<file path="src/rtl/cyp_ep6_writer.sv">
// CY68013 (FX2) slave-FIFO writer for endpoint EP6 IN: streams 16-bit source words
// into the FX2 FIFO and commits idle partial packets with PKTEND after a timeout.
module cyp_ep6_writer #(
  parameter int PKT_WORDS    = 256,
  parameter int TIMEOUT_CLKS = 64
) (
  input  logic        cyp_clk,
  input  logic        rst_n,
  input  logic        tx_en,
  input  logic        src_valid,
  input  logic [15:0] src_data,
  output logic        src_ready,
  input  logic        usb_flagc,
  output logic [1:0]  usb_fifoaddr,
  output logic        usb_slcs,
  output logic        usb_sloe,
  output logic        usb_slrd,
  output logic        usb_slwr,
  output logic        usb_pktend,
  output logic [15:0] usb_fd_o,
  output logic        usb_fd_oe
);

  localparam int             TW     = $clog2(TIMEOUT_CLKS + 1);
  localparam logic [9:0]     W_LAST = 10'(PKT_WORDS - 1);
  localparam logic [TW-1:0]  T_LAST = TW'(TIMEOUT_CLKS - 1);

  typedef enum logic [1:0] {IDLE, WRITE, PEND, COMMIT} state_t;

  state_t        state, state_nxt;
  logic [9:0]    wcnt;
  logic [TW-1:0] tcnt;
  logic          offer;
  logic          accept;

  // A word is only taken in WRITE; an offer seen in PEND wakes the FSM so the
  // word is accepted on the following cycle instead of being committed.
  assign offer     = tx_en & src_valid & usb_flagc;
  assign accept    = (state == WRITE) & offer;
  assign src_ready = accept;

  assign usb_fifoaddr = 2'b10;
  assign usb_slcs     = 1'b0;
  assign usb_sloe     = 1'b1;
  assign usb_slrd     = 1'b1;

  // NOTE: every signal written here gets a default first so no latch is inferred.
  always_comb begin
    state_nxt = state;
    unique case (state)
      IDLE:   if (tx_en) state_nxt = WRITE;
      WRITE: begin
        if (!accept) begin
          if (wcnt != 10'd0)  state_nxt = PEND;
          else if (!tx_en)    state_nxt = IDLE;
        end
      end
      PEND: begin
        if (offer)                state_nxt = WRITE;
        else if (tcnt == T_LAST)  state_nxt = COMMIT;
      end
      COMMIT: state_nxt = WRITE;
      default: state_nxt = IDLE;
    endcase
  end

  // NOTE: sequential state uses non-blocking assignments so all registers see
  // pre-edge values regardless of statement order.
  always_ff @(posedge cyp_clk or negedge rst_n) begin
    if (!rst_n) begin
      state <= IDLE;
      wcnt  <= '0;
      tcnt  <= '0;
    end else begin
      state <= state_nxt;

      if (state_nxt == COMMIT)
        wcnt <= '0;
      else if (accept)
        wcnt <= (wcnt == W_LAST) ? 10'd0 : wcnt + 10'd1;

      // Timeout only advances while the FSM stays parked in PEND.
      if (state == PEND && state_nxt == PEND)
        tcnt <= tcnt + 1'b1;
      else
        tcnt <= '0;
    end
  end

  always_ff @(posedge cyp_clk or negedge rst_n) begin
    if (!rst_n) begin
      usb_slwr   <= 1'b1;
      usb_pktend <= 1'b1;
      usb_fd_o   <= 16'hFFFF;
      usb_fd_oe  <= 1'b0;
    end else begin
      usb_slwr   <= ~accept;
      usb_pktend <= ~(state_nxt == COMMIT);
      usb_fd_oe  <= (state_nxt != IDLE);
      if (accept)
        usb_fd_o <= src_data;
    end
  end

endmodule

</file>
<file path="config.mk">
export PLATFORM = sky130hd
export DESIGN_NAME = cyp_ep6_writer
export DESIGN_NICKNAME = d
export VERILOG_FILES = /design/src/rtl/cyp_ep6_writer.sv
export SDC_FILE = /design/constraint.sdc
export NUM_CORES = 1
export LEC_CHECK = 0
export CORE_MARGIN = 10
export CORE_UTILIZATION = 66
export DETAILED_ROUTE_END_ITERATION = 12
export DONT_BUFFER_PORTS = 1
export PLACE_DENSITY = 0.82
export SLEW_MARGIN = 20
export SYNTH_ARGS = -nofsm -noshare
export SYNTH_HDL_FRONTEND = slang
export SYNTH_SLANG_ARGS = --single-unit
</file>
<file path="constraint.sdc">
create_clock -name cyp_clk -period 3.1 [get_ports cyp_clk]
set_clock_uncertainty 0.1 [all_clocks]
set_input_delay 0.62 -clock cyp_clk [delete_from_list [all_inputs] [get_ports cyp_clk]]
set_output_delay 0.62 -clock cyp_clk [all_outputs]
set_load 0.02 [all_outputs]
</file>
==> Word level (Yosys, flattened, before mapping) <==
Cells that the tools add are included.
{ "op_classes": {"n_addsub": 2, "n_eq_ne": 7, "n_mux": 11, "bitwise_logic": 5, "n_reduce_logical": 5} }
{ "ops": {"columns": ["op", "n"], "rows": [
  ["$mux W10", 3],
  ["$mux W2", 6],
  ["$add A10 B1 Y10 const B", 1],
  ["$eq A10 B8 Y1 const B", 1],
  ["$reduce_bool A10 Y1", 1],
  ["$eq A2 B2 Y1 const B", 4],
  ["$pmux W2 S4", 1],
  ["$add A7 B1 Y7 const B", 1],
  ["$eq A7 B6 Y1 const B", 1],
  ["$mux W7", 1],
  ["$reduce_bool A2 Y1", 2],
  ["$and A1 B1 Y1", 3],
  ["$eq A2 B1 Y1 const B", 1],
  ["$logic_not A2 Y1", 1],
  ["$not A1 Y1", 2],
  ["$logic_and A1 B1 Y1", 1]
]} }
{ "word_totals": {"reg_bits": 38, "in_bits": 21, "out_inout_bits": 25, "word_cells": 37} }

==> Longest topological paths before layout <==
{ "depth": {"word_depth": 8, "mapped_depth": 7} }

==> Least setup slack after synthesis <==
OpenSTA, ideal clock, no wires.
{ "synth_timing": {"path_kind": "in2out", "from": "input usb_flagc", "to": "output src_ready", "arrival_time_ns": 1.482, "required_time_ns": 2.380, "setup_slack_ns": 0.898, "stages": 5, "path_cell_list": "and3_1 > buf_2 > nand2_2 > inv_1 > clkbuf_1"} }
{ "synth_via": {"elab_chain_cells": 2} }
{ "synth_rtl": {"columns": ["element", "line_no", "rtl"], "rows": [
  ["start, declared", "13", "input logic usb_flagc,"],
  ["$and A1 B1 Y1", "38", "assign offer = tx_en & src_valid & usb_flagc;"],
  ["$and A1 B1 Y1", "39", "assign accept = (state == WRITE) & offer;"],
  ["end, declared", "12", "output logic src_ready,"]
]} }
Every way passes these cells.

==> Worst setup path after layout <==
{ "layout_timing": {"from": "register state[1]", "to": "output src_ready"} }
{ "layout_via": {"elab_chain_cells": 2} }
{ "layout_rtl": {"columns": ["element", "line_no", "rtl"], "rows": [
  ["start, declared", "30", "state_t state, state_nxt;"],
  ["start signal, assigned", "75", "state <= state_nxt;"],
  ["$eq A2 B1 Y1", "39", null],
  ["$and A1 B1 Y1", "39", null]
]} }
Every way passes these cells.

==> results.md <==
* Outcome: completed
* Pwr Total at 1.48 mW
* GRT Util Overall at 14.3%
* Worst-skew pair later-pin latency at 0.33 ns
* Pin count of the biggest net entering global routing at 27
* Antenna Nets Post-Route at 0
* Mapped Area at 1740 um^2
* Core ar. at 2500 um^2
* Sequential share of the synthesized area at 55.9%
* FMAX at 0.458 GHz
* Pre-Repair DR Iteration Count at 4
* Syn Inst Count at 179
* Share of cells above drive strength 1 at 19.6%
* Peak VDD IR at 0.710 mV
* Slowest stage cell, crit path: dfrtp_1
* LEAKAGE at 0.842 nW
* Post-layout min period at 2.18 ns
* Dominant cell type by area after synthesis: dfrtp_1
* Cell Pwr Density at 806 nW/um^2
* Final core occ at 73.2%
* Kind of end point of the critical path: output port
* Final routed DRC violation total at 0
* Avg Inst Size Synth at 9.73 um^2
* Antenna diodes at 0
* Total grt overflow at 0
* Delay-heaviest family, CP: flip-flops
* CTS sink cnt at 38
* Stages on the worst setup path at 3
* Worst-margin pin slew at 0.902 ns
* Yosys warnings at 0
* Number of enable flip-flop cells after synthesis at 0
* Die Width at 71.4 um
* Ys async rst share at 100%
* Setup CP Type: reg -> out
* Synthesis-stage register bit count at 38
* Endpoints failing setup at 0
* Starting Density at 69.7%
* Fin nets at 207
* Antenna violations before repair at 0
* First-pass GRT wire length at 6110 um
* Synth unique cells at 40
* Startpoint Class: flip-flop
* Post-CTS Setup Bufs at 0
* Vias in the first global route at 1300
* Post-CTS Resized at 0
* Hold slack at 0.254 ns
* Vias per inst at 5.67
* DR iter-0 viols at 105
* Area share of the largest cell type after synthesis at 28.7%
* Relative slew slack at 39.7%
* Top post-synthesis cells by area: dfrtp_1 29%, dfstp_2 27%, nand2_1 11%
* Fin. Hold Viols at 0
* Clk buf depth at 2
* Final max-slew violation count at 0
* Crit-path max cell delay at 0.45 ns
* Placed inst area at 1750 um^2
* Cell Chain, Critical Path: nor2b_1, nand2_2, inv_1
* Fillers at 196
* Worst Reg-to-Reg Cells at 5
* Setup TNS at 0 ns
* Clock transition at the registers of the reported paths at 0.10 ns
* Max-Cap Viols at 0
* Worst path bufs/invs at 1
* Arrival time at the worst endpoint at 1.46 ns
* Gp weighted congestion at 0.834
* Min-delay worst type: in -> reg
* DP HPWL at 2610 um
* Vias post-DR at 1214
* RSZ-0062 raised after global routing: no
* Full die area at 5090 um^2
* WL final at 3620 um
* H-tree depth at 2
* Fin area at 1830 um^2
* Row count at 18
* # port buffers at 0
* Top Ports at 46
* Worst Path Required at 2.38 ns
* Syn-to-layout area delta at 5.10%
* Reg area at 973 um^2
* Post-DR wirelength/cell at 16.9 um
* Area of the multi-input gates at 694 um^2
* Dominant synthesized flop cell: dfrtp_1
* TritonCTS buffer count at 5
* CTS tree: done
* Height of the die at 71.4 um
* Crit-path max FO at 11
* Final worst-path cycle share at 70.5%
* Hold Crit Depth at 2
* Clock root buffer: clkbuf_4
-- cell usage after synthesis, types with 2 or more instances --
cell type and count:
nor2_1 10, buf_4 5, buf_2 2, dfrtp_1 20, clkbuf_1 2, conb_1 2, nand4_1 2, buf_1 2
nand3_1 7, xnor2_1 5, nand2_1 53, nand2b_1 3, nor3_1 3, o31ai_1 3, or4_1 3, ha_1 3
a21oi_1 5, dfstp_2 18, inv_1 6, and3_1 4, xor2_1 2
-- sequential cells by signal (all words and copies together) (netlist names) --
name / cells
usb_fd_o: 16
wcnt: 10
tcnt: 7
state: 2
usb_fd_oe: 1
usb_pktend: 1
usb_slwr: 1
-- path summary, 6_finish.rpt --
| path | start | slack [ns] | endpoint |
|---|---|---|---|
| worst max register to register | wcnt[0] | 1.17 | wcnt[5] |
| worst max-delay path | state[1] | 0.92 | src_ready |
| min in group asynchronous | rst_n | 0.75 | wcnt[0] |
| worst min-delay path | src_data[8] | 0.25 | usb_fd_o[8] |
| worst min register to register | tcnt[0] | 0.38 | tcnt[0] |
| max in group asynchronous | rst_n | 1.60 | tcnt[0] |
-- per-layer routing --
layer  routed length (um)  GRT usage, %  part of all wire, %  up-vias
met3                  277          5.79                  7.7        6
met2                 1900          23.8                   53       39
met5                    0             0                    0        -
met4                   36          5.38                  1.0        0
li1                     -             -                    -      593
met1                 1400          16.0                   39      576
-- through the flow --
stage,std cells,setup WS (ns)
after floorplan,182,0.898
after global placement,204,1.09
after detailed placement,204,1.05
after CTS,213,0.899
after global routing,214,0.823
final,214,0.915
-- worst register-to-register path, cell delays in order (launching register included) --
cell and delay, ns:
dfrtp_1 0.42, ha_1 0.22, nand4_1 0.22, or4_4 0.58, a211oi_2 0.22, nor3_1 0.07
-- final cells by class --
cell class	count	share of cell area [%]
sequential	38	53.2
multi-input combinational	127	37.9
clock buffer	7	3.01
timing repair buffer	5	2.32
tap	30	2.05
inverter	6	1.23
clock inverter	1	0.273
-- cell usage in the layout, fill, tap and decap left out, drive strengths merged, types with 2 or more instances in the layout --
cell	instances
buf	3
ha	3
a21oi	5
o31ai	3
nand2b	3
conb	5
dfrtp	20
nor2	10
xor2	2
xnor2	5
inv	6
nand3	8
nand2	54
clkbuf	7
and3	5
nor3	3
dlygate4sd3	2
nand4	2
or4	4
dfstp	18
-- logic make-up after synthesis --
kind of cell / share of synthesized area, %
other: 0.431
AND/OR/NAND/NOR: 26.2
AO/OA/AOI/OAI: 6.97
buffers and inverters: 4.89
flip-flops: 55.9
XOR/XNOR: 3.52
adder cells (fa/ha/maj): 2.16
-- timing repair --
action / in CTS / in global routing
endpoints found under the hold margin: 20 / 18
hold buffers: 1 / 1
endpoints found under the setup margin: 0 / 0
-- power breakdown --
part	leakage, nW	internal, mW	switching [mW]
clock	0.0353	0.110	0.153
combinational	0.362	0.109	0.155
sequential	0.445	0.706	0.243
total	0.842	0.925	0.551
(Power assumes the default switching activity.)
